===== src/rtl/mandel_lane_scheduler.sv =====
// Raster-order coordinate generator that fans pixels out round-robin to NUM_ENGINES
// depth engines and retires their out-of-order results back in raster order.
module mandel_lane_scheduler #(
  parameter int NUM_ENGINES = 4,
  parameter int X_SIZE      = 640,
  parameter int Y_SIZE      = 480,
  parameter int WORD_LENGTH = 32,
  parameter int FRAC        = 28,
  parameter int DEPTH_W     = 10
) (
  input  logic                             out_stream_aclk,
  input  logic                             periph_resetn,
  input  logic                             frame_en,
  input  logic [WORD_LENGTH-1:0]           real_start,
  input  logic [WORD_LENGTH-1:0]           imag_start,
  input  logic [WORD_LENGTH-1:0]           step,
  output logic [NUM_ENGINES-1:0]           eng_start,
  output logic [NUM_ENGINES*WORD_LENGTH-1:0] eng_re_c,
  output logic [NUM_ENGINES*WORD_LENGTH-1:0] eng_im_c,
  input  logic [NUM_ENGINES-1:0]           eng_done,
  input  logic [NUM_ENGINES*DEPTH_W-1:0]   eng_depth,
  output logic                             pix_valid,
  input  logic                             pix_ready,
  output logic [DEPTH_W-1:0]               pix_depth,
  output logic [9:0]                       pix_x,
  output logic [8:0]                       pix_y,
  output logic                             pix_sof,
  output logic                             pix_eol,
  output logic                             frame_done,
  output logic [15:0]                      frame_count,
  output logic                             err_spurious
);

  localparam int PTR_W = (NUM_ENGINES > 1) ? $clog2(NUM_ENGINES) : 1;
  localparam logic [PTR_W-1:0] LAST_LANE = PTR_W'(NUM_ENGINES - 1);
  localparam logic [9:0] X_LAST = 10'(X_SIZE - 1);
  localparam logic [8:0] Y_LAST = 9'(Y_SIZE - 1);

  typedef enum logic [1:0] {
    IDLE,
    RUN,
    DRAIN
  } state_e;

  state_e                                  state_q, state_d;
  logic [WORD_LENGTH-1:0]                  real_q, real_d;
  logic [WORD_LENGTH-1:0]                  step_q, step_d;
  logic [WORD_LENGTH-1:0]                  re_acc_q, re_acc_d;
  logic [WORD_LENGTH-1:0]                  im_acc_q, im_acc_d;
  logic [9:0]                              disp_x_q, disp_x_d;
  logic [8:0]                              disp_y_q, disp_y_d;
  logic [9:0]                              ret_x_q, ret_x_d;
  logic [8:0]                              ret_y_q, ret_y_d;
  logic [PTR_W-1:0]                        wr_ptr_q, wr_ptr_d;
  logic [PTR_W-1:0]                        rd_ptr_q, rd_ptr_d;
  logic [NUM_ENGINES-1:0]                  busy_q, busy_d;
  logic [NUM_ENGINES-1:0]                  slot_valid_q, slot_valid_d;
  logic [NUM_ENGINES-1:0][DEPTH_W-1:0]     slot_depth_q, slot_depth_d;
  logic [NUM_ENGINES-1:0][WORD_LENGTH-1:0] lane_re_q, lane_re_d;
  logic [NUM_ENGINES-1:0][WORD_LENGTH-1:0] lane_im_q, lane_im_d;
  logic                                    frame_done_q, frame_done_d;
  logic [15:0]                             frame_count_q, frame_count_d;
  logic                                    err_q, err_d;

  logic accept;
  logic last_retire;

  assign accept      = slot_valid_q[rd_ptr_q] && pix_ready;
  assign last_retire = accept && (ret_x_q == X_LAST) && (ret_y_q == Y_LAST);

  always_comb begin
    state_d       = state_q;
    real_d        = real_q;
    step_d        = step_q;
    re_acc_d      = re_acc_q;
    im_acc_d      = im_acc_q;
    disp_x_d      = disp_x_q;
    disp_y_d      = disp_y_q;
    ret_x_d       = ret_x_q;
    ret_y_d       = ret_y_q;
    wr_ptr_d      = wr_ptr_q;
    rd_ptr_d      = rd_ptr_q;
    busy_d        = busy_q;
    slot_valid_d  = slot_valid_q;
    slot_depth_d  = slot_depth_q;
    lane_re_d     = lane_re_q;
    lane_im_d     = lane_im_q;
    frame_done_d  = 1'b0;
    frame_count_d = frame_count_q;
    err_d         = err_q;
    eng_start     = '0;

    case (state_q)
      IDLE: begin
        if (frame_en) begin
          real_d   = real_start;
          step_d   = step;
          re_acc_d = real_start;
          im_acc_d = imag_start;
          disp_x_d = '0;
          disp_y_d = '0;
          ret_x_d  = '0;
          ret_y_d  = '0;
          state_d  = RUN;
        end
      end
      RUN: begin
        // A lane is reusable only once its previous result has been retired.
        if (!busy_q[wr_ptr_q] && !slot_valid_q[wr_ptr_q]) begin
          eng_start[wr_ptr_q] = 1'b1;
          lane_re_d[wr_ptr_q] = re_acc_q;
          lane_im_d[wr_ptr_q] = im_acc_q;
          busy_d[wr_ptr_q]    = 1'b1;
          wr_ptr_d            = (wr_ptr_q == LAST_LANE) ? '0 : wr_ptr_q + 1'b1;
          if (disp_x_q == X_LAST) begin
            disp_x_d = '0;
            disp_y_d = disp_y_q + 1'b1;
            re_acc_d = real_q;
            im_acc_d = im_acc_q - step_q;
            if (disp_y_q == Y_LAST) begin
              disp_y_d = '0;
              state_d  = DRAIN;
            end
          end else begin
            disp_x_d = disp_x_q + 1'b1;
            re_acc_d = re_acc_q + step_q;
          end
        end
      end
      DRAIN: begin
        if (last_retire) begin
          frame_done_d  = 1'b1;
          frame_count_d = frame_count_q + 1'b1;
          state_d       = IDLE;
        end
      end
      default: state_d = IDLE;
    endcase

    for (int k = 0; k < NUM_ENGINES; k++) begin
      if (eng_done[k]) begin
        if (busy_q[k]) begin
          busy_d[k]       = 1'b0;
          slot_valid_d[k] = 1'b1;
          slot_depth_d[k] = eng_depth[k*DEPTH_W +: DEPTH_W];
        end else begin
          err_d = 1'b1;
        end
      end
    end

    if (accept) begin
      slot_valid_d[rd_ptr_q] = 1'b0;
      rd_ptr_d               = (rd_ptr_q == LAST_LANE) ? '0 : rd_ptr_q + 1'b1;
      if (ret_x_q == X_LAST) begin
        ret_x_d = '0;
        ret_y_d = (ret_y_q == Y_LAST) ? '0 : ret_y_q + 1'b1;
      end else begin
        ret_x_d = ret_x_q + 1'b1;
      end
    end
  end

  always_ff @(posedge out_stream_aclk or negedge periph_resetn) begin
    if (!periph_resetn) begin
      state_q       <= IDLE;
      real_q        <= '0;
      step_q        <= '0;
      re_acc_q      <= '0;
      im_acc_q      <= '0;
      disp_x_q      <= '0;
      disp_y_q      <= '0;
      ret_x_q       <= '0;
      ret_y_q       <= '0;
      wr_ptr_q      <= '0;
      rd_ptr_q      <= '0;
      busy_q        <= '0;
      slot_valid_q  <= '0;
      slot_depth_q  <= '0;
      lane_re_q     <= '0;
      lane_im_q     <= '0;
      frame_done_q  <= 1'b0;
      frame_count_q <= '0;
      err_q         <= 1'b0;
    end else begin
      state_q       <= state_d;
      real_q        <= real_d;
      step_q        <= step_d;
      re_acc_q      <= re_acc_d;
      im_acc_q      <= im_acc_d;
      disp_x_q      <= disp_x_d;
      disp_y_q      <= disp_y_d;
      ret_x_q       <= ret_x_d;
      ret_y_q       <= ret_y_d;
      wr_ptr_q      <= wr_ptr_d;
      rd_ptr_q      <= rd_ptr_d;
      busy_q        <= busy_d;
      slot_valid_q  <= slot_valid_d;
      slot_depth_q  <= slot_depth_d;
      lane_re_q     <= lane_re_d;
      lane_im_q     <= lane_im_d;
      frame_done_q  <= frame_done_d;
      frame_count_q <= frame_count_d;
      err_q         <= err_d;
    end
  end

  // The _d view carries the freshly dispatched c so it is valid alongside its start pulse.
  assign eng_re_c     = lane_re_d;
  assign eng_im_c     = lane_im_d;
  assign pix_valid    = slot_valid_q[rd_ptr_q];
  assign pix_depth    = slot_depth_q[rd_ptr_q];
  assign pix_x        = ret_x_q;
  assign pix_y        = ret_y_q;
  assign pix_sof      = pix_valid && (ret_x_q == '0) && (ret_y_q == '0);
  assign pix_eol      = pix_valid && (ret_x_q == X_LAST);
  assign frame_done   = frame_done_q;
  assign frame_count  = frame_count_q;
  assign err_spurious = err_q;

endmodule

===== config.mk =====
export PLATFORM = sky130hd
export DESIGN_NAME = mandel_lane_scheduler
export DESIGN_NICKNAME = d
export VERILOG_FILES = /design/src/rtl/mandel_lane_scheduler.sv
export SDC_FILE = /design/constraint.sdc
export NUM_CORES = 1
export LEC_CHECK = 0
export ABC_CLOCK_PERIOD_IN_PS = 7170
export BUFFER_PORTS_ARGS = -buffer_cell sky130_fd_sc_hd__clkbuf_2
export CORE_MARGIN = 1
export CORE_UTILIZATION = 60
export CTS_BUF_LIST = sky130_fd_sc_hd__clkbuf_16
export DETAILED_ROUTE_END_ITERATION = 10
export PLACE_DENSITY = 0.86
export SLEW_MARGIN = 20
export SYNTH_ARGS = -nofsm -noshare
export SYNTH_HDL_FRONTEND = slang
export SYNTH_SLANG_ARGS = --single-unit

===== constraint.sdc =====
create_clock -name out_stream_aclk -period 7.17 [get_ports out_stream_aclk]
set_clock_uncertainty 0.05 [all_clocks]
set_input_delay 0.3585 -clock out_stream_aclk [delete_from_list [all_inputs] [get_ports out_stream_aclk]]
set_output_delay 0.3585 -clock out_stream_aclk [all_outputs]
set_load 0.1 [all_outputs]

## Word-level counts from Yosys, hierarchy flattened

Cells that the tools add are included.

| cells by class | value |
|---|---|
| add/sub/neg operators | 9 |
| multipliers | 0 |
| div/mod/pow operators | 0 |
| $lt $le $gt $ge | 4 |
| eq/ne operators | 13 |
| shift operators | 0 |
| mux-type cells | 84 |
| bitwise logic cells | 3 |
| reductions and logical operators | 28 |

Operators with widths:

| operator | number |
|---|---|
| 128-bit two-way mux | 4 |
| 128-bit bitwise mux | 2 |
| 32-bit two-way mux | 7 |
| 32-bit one-hot mux with 2 select lines | 2 |
| 9-bit two-way mux | 9 |
| 10-bit two-way mux | 7 |
| 32-bit demux with 2-bit select | 1 |
| 32-bit adder | 1 |
| 32-bit subtractor | 1 |
| 1-bit two-way mux | 31 |
| 10-bit by 1-bit adder with 10-bit output, second input constant | 2 |
| 10-bit binary-select mux with 2-bit select | 1 |
| 10-bit == test, second input constant | 2 |
| 4-bit two-way mux | 5 |
| 10-bit one-hot mux with 2 select lines | 1 |
| 9-bit by 1-bit adder with 9-bit output, second input constant | 2 |
| 9-bit == test, second input constant | 2 |
| 9-bit one-hot mux with 2 select lines | 1 |
| 16-bit by 1-bit adder with 16-bit output, second input constant | 1 |
| 2-bit AND reduction | 8 |
| 2-bit two-way mux | 7 |
| 10-bit zero test | 1 |
| 2-bit != test, second input constant | 5 |
| 1-bit logical AND | 9 |
| other kinds (18) | 29 |

| storage, ports and cells | value |
|---|---|
| flip-flop bits (word level) | 494 |
| bits in latches | 0 |
| RAM bits | 0 |
| bits in read-only memories | 0 |
| output and inout bits | 310 |
| word-level logic and storage cells | 169 |
| memories | 0 |

## Logic depth before layout (Yosys ltp)

| logic depth | value |
|---|---|
| depth after elaboration | 9 |
| mapped depth | 12 |
| depth with buffers taken out | 12 |

## Worst setup path after synthesis

Ideal clock, no wire load.

| path | value |
|---|---|
| path kind | register -> output |
| start point | register wr_ptr_q[0] |
| end point | output port eng_im_c[0] |
| arrival time | 3581 ps |
| data required time | 6761 ps |
| path slack | 3180 ps |
| cell stages (with the launch flop) | 8 |
| path buffers | 1 |
| cell sequence | dfrtp_1 -> nor3_1 -> a21oi_1 -> a21oi_1 -> and2_1 -> clkbuf_1 -> nand2_1 -> o21ai_0 |

| between the ends | value |
|---|---|
| cells in the longest elaborated chain, start to end | 7 |
| elaborated cells on any way between the ends | 15 |

Ends and longest elaborated chain:

| item | line | text |
|---|---|---|
| start, declared | 54 | `logic [PTR_W-1:0] wr_ptr_q, wr_ptr_d;` |
| start signal, assigned | 195 | `wr_ptr_q <= wr_ptr_d;` |
| 2-bit by 3-bit less-than comparator with 1-bit output (not written as such) or 2-bit by 1-bit greater-or-equal comparator with 1-bit output (tied branches) | 112 | `lane_im_d[wr_ptr_q] = im_acc_q;` |
| 1-bit logical AND (not written as such) | 112 |  |
| 32-bit two-way mux (not written as such) | 112 |  |
| 32-bit demux with 2-bit select | 112 |  |
| 128-bit bitwise mux | 112 |  |
| 128-bit two-way mux (*) | 109 | `if (!busy_q[wr_ptr_q] && !slot_valid_q[wr_ptr_q]) begin` |
| 128-bit two-way mux (*) | 93 | `case (state_q)` |
| end, declared | 19 | `output logic [NUM_ENGINES*WORD_LENGTH-1:0] eng_im_c,` |

Every way passes the cells marked *; elsewhere a longest branch is shown, timed or not. The select of a mux whose other input is x is not followed.

## Worst setup path in the final report

| path | value |
|---|---|
| start point | register state_q[0] |
| end point | output port eng_im_c[122] |

| between the ends | value |
|---|---|
| cells in the longest elaborated chain, start to end | 2 |

Ends and longest elaborated chain:

| item | line | text |
|---|---|---|
| start, declared | 45 | `state_e state_q, state_d;` |
| start signal, assigned | 186 | `state_q <= state_d;` |
| 2-bit by 1-bit == test with 1-bit output | 93 |  |
| 128-bit two-way mux | 93 |  |

Every way passes these cells.

==> out/qor.yml <==
timing:
  slew_headroom: 0.270
  max_freq_ghz: 0.197
  min_period_ps: 5070
  slew_violations: 0
  period_share: 0.707
  hold_viol_final: 0
  setup_viol: 0
  finalSetupTns_ps: 0
  worstMarginPinSlew_ps: 1090
  rsz0062_at_grt: "no"
place:
  gp_congestion: 0.953
  portBuffers: 453
  dp_hpwl_mm: 47.6
drt:
  drt-initial-drc-count: 1811
  routedWlPerCell_microns: 22.7
  vias: 19400
  routed_via_density: 6.09
  wirelength_mm: 72.3
  drtAntennaViolNets: 0
  drc: 0
  drtPass1Iterations: 6
global_routing:
  track_usage: 0.367
  grt_max_degree: 181
  grt_overflow_total: 0
  grt_pass1_vias: 19900
  grt_pass1_wl_mm: 110
  antenna_found_initial: 8
floorplan:
  core_sq_um: 37800
  die_x_microns: 198
  start_util: 0.612
  row_count: 71
  die_y_microns: 198
  die-area_sq_um: 39400
  boundaryPins: 454
synthesis:
  synthCells: 2073
  synth.avg_cell_area_sq_um: 11.2
  syn_area_sq_um: 23100
  synth_compound_area_frac: 0.117
  synth_commonest_cells: "494 x dfrtp_1, 290 x nand2_1, 289 x mux2_2"
  synthTopCellsByArea: "dfrtp_1 53%, mux2_2 14%, nand2_1 4.7%"
  synthMuxAreaShare: 0.153
  yosysTopAreaCell: "dfrtp_1"
  synth_top_family_by_area: "multiplexers"
  synth_fa_ha_area_frac: 0.0433
  synth_flop_cell: "dfrtp_1"
  synth-simple-area-share: 0.103
  synth-edff-count: 0
  syn_nets: 2296
  ys_seq_elements: 494
  synth_cell_types: 66
  synth-seq-area-share: 0.534
  synthXorXnorAreaFrac: 0.0231
  async_flop_share: 1.00
  yosysMostFrequentCell: "dfrtp_1"
  yosysWarnings: 0
  synth_top_area_frac: 0.534
clock_network:
  cts_resized: 0
  clk_pin_slew_ps: 60
  clkLatencyLatePin_ps: 600
  h-tree-depth: 2
  clockBufferDepth: 3
  cts_tree: "built"
  numCtsBuffers: 50
  cts_sinks: 494
  post_cts_buffers: 0
  root_buffer: "clkbuf_16"
layout:
  ff_latch_area_sq_um: 12400
  multi_input_area_sq_um: 10200
  areaGrowthSynthToFinish_pct: 24.0
  nets: 2849
  drive_above_1_share: 0.324
  num-fill-cells: 2439
setup_path:
  required_ps: 6760
  endpoint_kind: "output port"
  cp_data_arrival_time_ps: 4660
  critPathKind: "register to output port"
  cp-start-kind: "register"
  cp_max_fo: 44
status:
  status: "completed"
worst_hold_path:
  worstHoldPathType: "input port to register"
run:
  drv_cap: 0
## cell type report
| class | instances | share of cell area |
|---|---|---|
| multi-input cells | 1418 | 0.355 |
| well taps | 511 | 0.0223 |
| repair buffers | 591 | 0.127 |
| flip-flops and latches | 494 | 0.431 |
| diodes | 8 | 0.000698 |
| clock inverters | 39 | 0.0102 |
| clock buffers | 51 | 0.0445 |
| inverters | 71 | 0.00929 |
## per-layer routing
metal,global-route usage,vias to the layer above,wire length [microns],share of wire
li1,-,8453,-,-
met1,0.449,9493,27100,0.38
met2,0.600,1101,35200,0.49
met3,0.0739,322,5510,0.076
met4,0.234,2,4500,0.062
met5,0,-,13,0.00018
## worst paths after layout
path	startpoint	to	slack (ps)	cells past startpoint
min	imag_start[19]	im_acc_q[19]	10	3
min reg2reg	real_q[17]	real_q[17]	430	2
max in group asynchronous	periph_resetn	lane_re_q[38]	5110	3
max reg2reg	step_q[0]	re_acc_q[24]	3110	11
min in group asynchronous	periph_resetn	slot_depth_q[37]	370	2
max	state_q[0]	eng_im_c[122]	2100	7
## flip-flops by register name, indices dropped and copies added (netlist names)
name / count
busy_q: 4
re_acc_q: 32
frame_done: 1
real_q: 32
slot_valid_q: 4
disp_x_q: 10
lane_im_q: 128
frame_count: 16
pix_y: 9
rd_ptr_q: 2
im_acc_q: 32
pix_x: 10
wr_ptr_q: 2
lane_re_q: 128
step_q: 32
err_spurious: 1
disp_y_q: 9
state_q: 2
slot_depth_q: 40
## through the flow
stage / std cells / hold slack [ps] / util / instance area, sq um / setup slack (ps)
after floorplan: 2073 / 12.9 / - / 23100 / 3180
after global placement: 2961 / 403 / 0.683 / 25900 / 3000
after detailed placement: 2962 / 411 / 0.684 / 25900 / 2830
after CTS: 3175 / 1.27 / 0.758 / 28700 / 2230
after global routing: 3182 / 16.8 / 0.758 / 28700 / 1940
final: 3183 / 12.4 / 0.758 / 28700 / 2100
## critical path, cell delays in order (launching register included)
cell and delay, ps:
dfrtp_1 850, nor2b_2 280, and2_1 540, nand2_1 270, inv_2 460, buf_4 720, mux2_2 470, clkbuf_2 390
## what timing repair did
item,in CTS,in global routing
hold buffers,123,0
hold endpoints to repair,243,0
endpoints found under the setup margin,0,0
## cell families (layout without fill, tap and decap cells)
family | Yosys count | in the layout
flip-flops | 494 | 494
XOR/XNOR | 61 | 61
AND/OR/NAND/NOR | 533 | 533
buffers and inverters | 161 | 752
multiplexers | 304 | 304
other | 0 | 8
AO/OA/AOI/OAI | 441 | 441
adder cells (fa/ha/maj) | 79 | 79
## cell usage in the layout (no fill, tap or decap), drive strengths merged, types with 20 or more instances in the layout
master / Yosys / routed
xor2: 28 / 28
inv: 71 / 83
xnor2: 33 / 33
a21oi: 98 / 98
clkbuf: 55 / 503
nor3: 20 / 20
nand3: 28 / 28
nand2: 290 / 290
dfrtp: 494 / 494
mux2: 289 / 289
and3: 32 / 32
a211oi: 20 / 20
nor2: 87 / 87
ha: 77 / 77
dlygate4sd3: 0 / 123
a31oi: 21 / 21
a21o: 27 / 27
o21ai: 169 / 169
Power is not shown: default switching activity piles up to over one toggle a cycle in this logic, so the estimate is an artifact.
